[src/rtl/alu_share_arbiter.sv]
// Two-requester round-robin front end sharing one ALU, with a one-deep tagged result register.
// Build option: define ALU_ARB_FIXED_PRIO_EN to give requester 0 fixed priority on ties.
module alu_share_arbiter #(
    parameter int DATA_W = 8
) (
    input  logic                   clk,
    input  logic                   rst_n,
    input  logic [1:0]             in_valid,
    output logic [1:0]             in_ready,
    input  logic [1:0][2:0]        in_opcode,
    input  logic [1:0][DATA_W-1:0] in_a,
    input  logic [1:0][DATA_W-1:0] in_b,
    input  logic [1:0][DATA_W-1:0] in_c,
    input  logic [1:0][DATA_W-1:0] in_d,
    input  logic [1:0]             in_sel,
    output logic                   rsp_valid,
    input  logic                   rsp_ready,
    output logic                   rsp_id,
    output logic [DATA_W-1:0]      rsp_result,
    output logic                   rsp_zero
);

    typedef enum logic {
        ST_EMPTY = 1'b0,
        ST_FULL  = 1'b1
    } state_t;

    state_t            state_q, state_d;
    logic [DATA_W-1:0] result_q, result_d;
    logic              id_q, id_d;
    logic              zero_q, zero_d;

    logic [1:0]              grant;
    logic                    slot_free;
    logic                    transfer;
    logic                    win_id;
    logic [1:0][DATA_W-1:0]  alu_res;
    logic [DATA_W-1:0]       win_res;

    function automatic logic [DATA_W-1:0] alu_op(
        input logic [2:0]        op,
        input logic [DATA_W-1:0] a,
        input logic [DATA_W-1:0] b,
        input logic [DATA_W-1:0] c,
        input logic [DATA_W-1:0] d,
        input logic              sel
    );
        logic [DATA_W-1:0] r;
        case (op)
            3'b001:  r = a - b;
            3'b010:  r = a & b;
            3'b011:  r = a | b;
            3'b100:  r = a ^ b;
            3'b101:  r = ~a;
            3'b110:  r = sel ? (a + c) : (b + d);
            default: r = a + b + c + d;
        endcase
        return r;
    endfunction

`ifdef ALU_ARB_FIXED_PRIO_EN
    always_comb begin
        grant[0] = in_valid[0];
        grant[1] = in_valid[1] && !in_valid[0];
    end
`else
    logic last_grant_q, last_grant_d;

    // On a tie the requester not served last wins.
    always_comb begin
        grant[0] = in_valid[0] && (!in_valid[1] || last_grant_q);
        grant[1] = in_valid[1] && (!in_valid[0] || !last_grant_q);
    end

    always_comb begin
        last_grant_d = last_grant_q;
        if (transfer) begin
            last_grant_d = win_id;
        end
    end

    always_ff @(posedge clk or negedge rst_n) begin
        if (!rst_n) begin
            last_grant_q <= 1'b1;
        end else begin
            last_grant_q <= last_grant_d;
        end
    end
`endif

    assign slot_free = (state_q == ST_EMPTY) || rsp_ready;
    assign in_ready  = (rst_n && slot_free) ? grant : 2'b00;
    assign transfer  = |(in_valid & in_ready);
    assign win_id    = grant[1];

    for (genvar gi = 0; gi < 2; gi++) begin : g_alu
        assign alu_res[gi] = alu_op(in_opcode[gi], in_a[gi], in_b[gi],
                                    in_c[gi], in_d[gi], in_sel[gi]);
    end

    assign win_res = alu_res[win_id];

    always_comb begin
        state_d  = state_q;
        result_d = result_q;
        id_d     = id_q;
        zero_d   = zero_q;
        case (state_q)
            ST_EMPTY: begin
                if (transfer) begin
                    state_d = ST_FULL;
                end
            end
            ST_FULL: begin
                if (rsp_ready && !transfer) begin
                    state_d = ST_EMPTY;
                end
            end
            default: state_d = ST_EMPTY;
        endcase
        if (transfer) begin
            result_d = win_res;
            id_d     = win_id;
            zero_d   = (win_res == '0);
        end
    end

    always_ff @(posedge clk or negedge rst_n) begin
        if (!rst_n) begin
            state_q  <= ST_EMPTY;
            result_q <= '0;
            id_q     <= 1'b0;
            zero_q   <= 1'b0;
        end else begin
            state_q  <= state_d;
            result_q <= result_d;
            id_q     <= id_d;
            zero_q   <= zero_d;
        end
    end

    assign rsp_valid  = (state_q == ST_FULL);
    assign rsp_id     = id_q;
    assign rsp_result = result_q;
    assign rsp_zero   = zero_q;

endmodule

[config.mk]
export PLATFORM = sky130hd
export DESIGN_NAME = alu_share_arbiter
export DESIGN_NICKNAME = d
export VERILOG_FILES = /design/src/rtl/alu_share_arbiter.sv
export SDC_FILE = /design/constraint.sdc
export NUM_CORES = 1
export LEC_CHECK = 0
export ABC_CLOCK_PERIOD_IN_PS = 3300
export CAP_MARGIN = 10
export CELL_PAD_IN_SITES_DETAIL_PLACEMENT = 1
export CELL_PAD_IN_SITES_GLOBAL_PLACEMENT = 1
export CORE_ASPECT_RATIO = 1.25
export CORE_UTILIZATION = 41
export CTS_BUF_LIST = sky130_fd_sc_hd__clkbuf_8 sky130_fd_sc_hd__clkbuf_16
export DETAILED_ROUTE_END_ITERATION = 10
export GPL_TIMING_DRIVEN = 0
export PLACE_DENSITY_LB_ADDON = 0.05
export RECOVER_POWER = 25
export SETUP_SLACK_MARGIN = 0.1
export SLEW_MARGIN = 20
export SYNTH_ARGS = -nofsm -noshare
export SYNTH_HDL_FRONTEND = slang
export SYNTH_SLANG_ARGS = --single-unit
[constraint.sdc]
create_clock -name clk -period 3.3 [get_ports clk]
set_clock_uncertainty 0.2 [all_clocks]
set_input_delay 0.66 -clock clk [delete_from_list [all_inputs] [get_ports clk]]
set_output_delay 0.66 -clock clk [all_outputs]
set_load 0.01 [all_outputs]
**Word-level counts from Yosys, hierarchy flattened**

Index checks and enable logic that the tools add are counted.
Widths: inputs -> output; s select.

- Output and inout bits: 13
- Flip-flop bits (word level): 12
- Input bits: 77

- $lt $le $gt $ge: 1
- $add $sub $neg: 12
- Bitwise logic cells: 10
- Multiplexer cells: 10
- Equal/unequal tests: 12
- Reductions and logical operators: 13

Operator list:

| cell | count |
|---|---|
| $pmux 8 s6 | 2 |
| $add 8x8->8 | 10 |
| $mux 8 | 4 |
| $eq 3x3->1 const B | 6 |
| $and 8x8->8 | 2 |
| $not 8->8 | 2 |
| $or 8x8->8 | 2 |
| $sub 8x8->8 | 2 |
| $xor 8x8->8 | 2 |
| $eq 3x2->1 const B | 4 |
| $logic_not 8->1 | 1 |
| $eq 3x1->1 const B | 2 |
| $logic_and 1x1->1 | 4 |
| $logic_not 1->1 | 4 |
| $logic_or 1x1->1 | 3 |
| $and 2x2->2 | 1 |
| $lt 1x2->1 const B | 1 |
| $mux 1 | 2 |
| $mux 2 | 1 |
| $pmux 1 s2 | 1 |
| $reduce_or 2->1 | 1 |
| $not 1->1 | 1 |

**Logic depth before layout (Yosys ltp)**

Gate-level depths: netlist of the first run.

- Depth in word-level cells: 10
- Depth in mapped cells: 14
- Gate-level depth less buffers: 14

**Least setup slack after synthesis of the first run**

Ideal clock, no wire load.

- Path type: input to register
- Start: input in_a[9] (netlist bit)
- End: register zero_q, in the netlist rsp_zero
- Required time: 2.997 ns
- Path buffers: 0
- Slack: -0.772 ns
- Library setup time: 0.103 ns
- Data arrival time: 3.768 ns
- Cell stages on the path: 11
- Path through: clkinv_1 > fa_1 > fa_1 > inv_1 > ha_1 > mux4_1 > nor3_1 > nor3_1 > or4b_1 > or3_1 > o41ai_2

- Cells in the longest elaborated chain, start to end: 7

Ends and longest elaborated chain:

| element | line | text |
|---|---|---|
| start: declaration | 11 | `input logic [1:0][DATA_W-1:0] in_a,` |
| $add 8x8->8 (3 in series) | 56 | `default: r = a + b + c + d;` |
| $pmux 8 s6 * | 49 | `case (op)` |
| $mux 8 (not written as such) * (2 in series) | 101 | `assign win_res = alu_res[win_id];` |
| $logic_not 8->1 * | 124 | `zero_d = (win_res == '0);` |
| end signal: assignment | 138 | `zero_q <= zero_d;` |
| end: declaration | 31 | `logic zero_q, zero_d;` |

Every way passes the cells marked *; elsewhere a longest branch is shown, timed or not. The select of a mux whose other input is x is not followed.
A chain may end at the register's enable or synchronous reset.

**Final worst setup path of the first run**

- Start: input in_b[1] (netlist bit)
- End: register zero_q, in the netlist rsp_zero

- Cells in the longest elaborated chain, start to end: 7

Ends and longest elaborated chain:

| element | line | text |
|---|---|---|
| start: declaration | 12 | `input logic [1:0][DATA_W-1:0] in_b,` |
| $add 8x8->8 (3 in series) | 56 |  |
| $pmux 8 s6 * | 49 |  |
| $mux 8 (not written as such) * (2 in series) | 101 |  |
| $logic_not 8->1 * | 124 |  |

Marked as above.

==> results of run 1 <==
-- state kept, by name, indices dropped and copies added, names as in the netlist --
signal        flops
rsp_zero          1
rsp_result        8
rsp_id            1
rsp_valid         1
last_grant_q      1
-- power by group through the flow --
stage / registers (mW) / logic, mW / clock network, mW
finish: 0.222 / 1.64 / 0.253
global route: 0.228 / 1.79 / 0.260
CTS: 0.221 / 1.59 / 0.254
detailed placement: 0.224 / 1.42 / 0
global placement: 0.219 / 1.37 / 0
floorplan: 0.237 / 0.897 / 0
-- cell type report --
type	instances	area, um^2
Sequential cell	12	302
Buffer	16	98.8
Inverter	104	413
Timing Repair Buffer	110	1030
Fill cell	1507	5420
Clock buffer	4	88.8
Multi-Input combinational cell	500	4600
Tap cell	164	205
-- timing repair --
action | 4_1_cts | 5_1_grt
gates resized for setup | 153 | 26
pin swaps | 47 | 15
setup buffers | 18 | 8
endpoints found under the setup margin | 10 | 10
hold buffers | 0 | 0
-- worst paths after layout --
kind                            endpoint  slack [ns]  cells past startpoint    startpoint
max reg2reg                     rsp_zero        0.71                      8  last_grant_q
min in group clk            last_grant_q        0.30                      2  last_grant_q
max                             rsp_zero       -0.64                     12       in_b[1]
min                               rsp_id        0.26                      1         rst_n
max in group asynchronous  rsp_result[1]        2.18                      1         rst_n
min reg2reg                 last_grant_q        0.30                      2  last_grant_q
-- Yosys cell counts (8+ instances only) --
| library cell | number | area share (%) |
|---|---|---|
| nor2b_1 | 8 | 0.98 |
| buf_2 | 10 | 0.98 |
| nor3_1 | 12 | 1.2 |
| o21ai_0 | 35 | 3.4 |
| a31oi_1 | 9 | 1.1 |
| fa_1 | 34 | 13 |
| a21oi_1 | 49 | 4.8 |
| xnor2_1 | 35 | 6.0 |
| dfrtp_1 | 11 | 5.4 |
| mux2_2 | 9 | 2.0 |
| nand2b_1 | 8 | 0.98 |
| nor2_1 | 32 | 2.3 |
| o21bai_1 | 9 | 1.3 |
| o22ai_1 | 10 | 1.2 |
| inv_1 | 98 | 7.2 |
| a211oi_1 | 12 | 1.8 |
| ha_1 | 88 | 22 |
| a221oi_1 | 11 | 1.9 |
| a21o_1 | 8 | 1.2 |
| xor2_1 | 15 | 2.6 |
| nand2_1 | 32 | 2.3 |
-- cells by family after synthesis --
family / synth area share (%)
simple gates: 13.6
xor+xnor: 9.10
flops: 5.89
buf+inv: 9.49
fa+ha+maj: 34.8
mux: 3.67
compound gates: 23.5
-- routing by layer --
layer | up-vias | part of all wire (%)
met4 | 0 | 4.6
met5 | - | 0
met2 | 125 | 56
met1 | 2553 | 37
li1 | 2447 | -
met3 | 46 | 2.1
-- critical path, delay by kind of cell --
family          cells  cell delay [ns]
simple gates        2             0.91
compound gates      3             0.46
fa+ha+maj           4             1.63
buf+inv             3             0.21
==> flow_summary.ini, run 1 <==
[status]
status = finished, violations left
violations = setup timing

[synthesis]
synth.distinct_cells = 69
synthFlopType = dfrtp_1
syn_avg_cell_area_um2 = 8.10
synthCells = 632
ys_warn_count = 0
synth_edf_count = 0
synth_nets = 831
yosysSeqAreaShare_pct = 5.89
syn_area_um2 = 5120
async_flop_share_pct = 100
synth_seq_cells = 12

[global_route]
grt_overflow = 0
busiest_layer = met2
antenna_found_initial = 0
grt_max_degree = 15
use_met3_pct = 1.43
grtUsageMet1_pct = 28.9
grt_use_total_pct = 28.2
grt_use_met2_pct = 57.4
grt_pass1_vias = 5711
grt_pass1_wl_um = 28200

[power_and_ir_drop]
power_frac_clock_pct = 12.0
combPwrFrac_pct = 77.5
internal_power_mw = 1.18
ir_drop_v = 0.000169
power.switching_mw = 0.934
leakage_nw = 3.15
cellPowerDensity_nw_per_um2 = 314
power_mw = 2.11
p_seq_share_pct = 10.5
p_sw_share_pct = 44.2

[die]
ios = 90
core-area_um2 = 12200
rows = 45
fp.dieH_um = 127
dieWidth_um = 102
die-area_um2 = 12900
initial_utilization_pct = 42.1

[sta]
fin_ws_ns = -0.636
fmax_mhz = 254
worstMarginPinSlew_ns = 1.09
hold_viol_final = 0
slew_viol_final = 0
setup-violations-final = 6
setup_tns_ns = -2.04
fin_crit_ns = 3.94
hold_ws_ns = 0.256
post-route-period-util_pct = 119
max_slew_margin_pct = 26.6
rsz0062_at_grt = yes

[clocking]
cts-root-buf = clkbuf_16
htree_levels = 1
clkLatencyLatePin_ns = 0.24
clockBufferDepth = 2
cts-buffers-inserted = 3
clock_sinks = 12
cts_tree = done
path_clk_slew_ns = 0.05

[layout]
syn2layout_area_growth_pct = 31.7
final_cell_mix = ha_1, inv_1, clkdlybuf4s50_1, a21oi_1, xnor2_1
instances_no_fill = 910
nets = 946
diodes = 0
final_util_pct = 55.4
layout_commonest_cell = ha_1
drive_gt1_share_pct = 19.0
fin_area_um2 = 6740

[flow_run]
maxCapViolations = 0

[route]
wl_um = 17900
vias = 5171
wl_per_cell_um = 19.7
ant_nets = 0
drc = 0
drtPass1Iterations = 4
viasPerCell = 5.68
drt-initial-drc-count = 121

[min_path]
hp-class = in2async

[setup_path]
cp-start-kind = input port
cp_common_cell = fa_1
slowest_delay_ns = 0.52
cp_data_arrival_time_ns = 3.88
crit_chain = buf_8 -> clkinvlp_4 -> fa_1 -> fa_1 -> inv_2 -> ha_4 -> fa_2 -> o21ai_2 -> o22ai_2 -> or4b_1 -> or3_1 -> o41ai_2
cp_slowest_cell = fa_1
crit_fanout = 2
cp-end-kind = register
crit_type = in2reg
cp_data_required_time_ns = 3.24

[placement]
pre_cts_ws_ns = -1.70
routabilityCongestion = 0.891
numPortBuffers = 87
hpwl_um = 15000
dp.cells = 883
place_area_um2 = 6240
No activity file was read; power rests on OpenSTA's default activity.
==> inputs of run 2 (changes only) <==
--- a/config.mk
+++ b/config.mk
@@ -16,6 +16,7 @@
 export GPL_TIMING_DRIVEN = 0
 export PLACE_DENSITY_LB_ADDON = 0.05
 export RECOVER_POWER = 25
+export REMOVE_ABC_BUFFERS = 1
 export SETUP_SLACK_MARGIN = 0.1
 export SLEW_MARGIN = 20
 export SYNTH_ARGS = -nofsm -noshare
==> flow_summary.ini, run 2 (synthesis gave the netlist of run 1 again) <==
[global_route]
grt_max_degree = 27
antenna_found_initial = 0
grt_overflow = 0
grt_use_total_pct = 27.6
grt_pass1_wl_um = 27900
grt_pass1_vias = 5617

[sta]
fin_crit_ns = 3.98
fmax_mhz = 252
max_slew_margin_pct = 31.5
post-route-period-util_pct = 120
rsz0062_at_grt = yes
hold_viol_final = 0
slew_viol_final = 0
setup-violations-final = 5
fin_ws_ns = -0.676
worstMarginPinSlew_ns = 1.00
setup_tns_ns = -1.82

[clocking]
clock_sinks = 12
clockBufferDepth = 2
holdBufCountCts = 0
cts_tree = done
clkLatencyLatePin_ns = 0.25
cts-buffers-inserted = 3
cts-root-buf = clkbuf_16
htree_levels = 1
path_clk_slew_ns = 0.05

[route]
vias = 5049
ant_nets = 0
drt-initial-drc-count = 120
drc = 0
wl_um = 17400
viasPerCell = 5.67
drtPass1Iterations = 6
wl_per_cell_um = 19.5

[layout]
largest_reg_flops = 8
syn2layout_area_growth_pct = 30.3
diodes = 0
nets = 926
drive_gt1_share_pct = 19.7
final_cell_mix = ha_1, inv_1, a21oi_1, clkdlybuf4s50_1, xnor2_1
layout_commonest_cell = ha_1

[setup_path]
cp-start-kind = input port
crit_fanout = 2
cp_data_arrival_time_ns = 3.92
crit_type = in2reg
cp-end-kind = register
cp_data_required_time_ns = 3.25

[min_path]
hp-class = in2async

[die]
dieWidth_um = 102
ios = 90
initial_utilization_pct = 42.1
fp.dieH_um = 127
core-area_um2 = 12200
die-area_um2 = 12900
rows = 45

[placement]
hpwl_um = 14200
numPortBuffers = 89
routabilityCongestion = 0.889
pre_cts_ws_ns = -1.84

[power_and_ir_drop]
leakage_nw = 3.12
cellPowerDensity_nw_per_um2 = 321
ir_drop_v = 0.000163
power_mw = 2.14

[flow_run]
maxCapViolations = 0

[status]
status = finished, violations left
violations = setup timing
run 2: worst paths after layout:
path,startpoint,end,slack [ns],depth (start not counted)
setup / recovery,in_c[9],rsp_zero,-0.68,12
hold / removal,rst_n,rsp_result[5],0.28,1
setup reg to reg,last_grant_q,rsp_zero,0.39,8
hold reg to reg,last_grant_q,last_grant_q,0.30,2
max in group asynchronous,rst_n,rsp_result[0],2.13,1
min in group clk,last_grant_q,last_grant_q,0.30,2
run 2: cell type report:
cell class,instances,area (um^2)
inverter,104,420
clock buffer,4,88.8
tap,164,205
timing repair buffer,106,1020
fill,1483,5500
sequential,12,302
multi-input combinational,500,4630
run 2: power breakdown:
part / total [mW] / switching [mW] / internal (mW) / leakage [nW]
sequential: 0.229 / 0.0347 / 0.194 / 0.142
combinational: 1.65 / 0.845 / 0.809 / 2.93
clock: 0.258 / 0.0744 / 0.184 / 0.0442
run 2: what timing repair did:
item                                    4_1_cts  5_1_grt
endpoints found under the setup margin       10        9
pin swaps                                    41       31
hold endpoints to repair                      0        0
buffers inserted                             12        6
gates resized for setup                     198       62
run 2: stage by stage:
stage / util, % / cells / hold WS, ns / area, um^2
6_report: 54.8 / 890 / 0.275 / 6660
5_1_grt: 54.8 / 890 / 0.328 / 6660
3_3_place_gp: 50.3 / 869 / 0.281 / 6120
4_1_cts: 53.8 / 885 / 0.231 / 6550
2_1_floorplan: - / 616 / 0.164 / 5020
3_5_place_dp: 50.3 / 869 / 0.295 / 6120
run 2: layer usage:
layer,vias to the layer above,routed length [um],track usage (%)
li1,2411,-,-
met1,2496,6410,28.4
met2,100,9910,56.6
met3,42,323,0.882
met4,0,728,11.1
met5,-,0,0
run 2: worst max-delay path, stage by stage:
cell and delay [ns]:
buf_8 0.08, inv_4 0.03, fa_1 0.49, fa_1 0.53
inv_2 0.05, ha_4 0.21, mux4_2 0.50, nor3_4 0.21
nor3_4 0.08, or4b_1 0.49, or3_1 0.40, o41ai_2 0.21
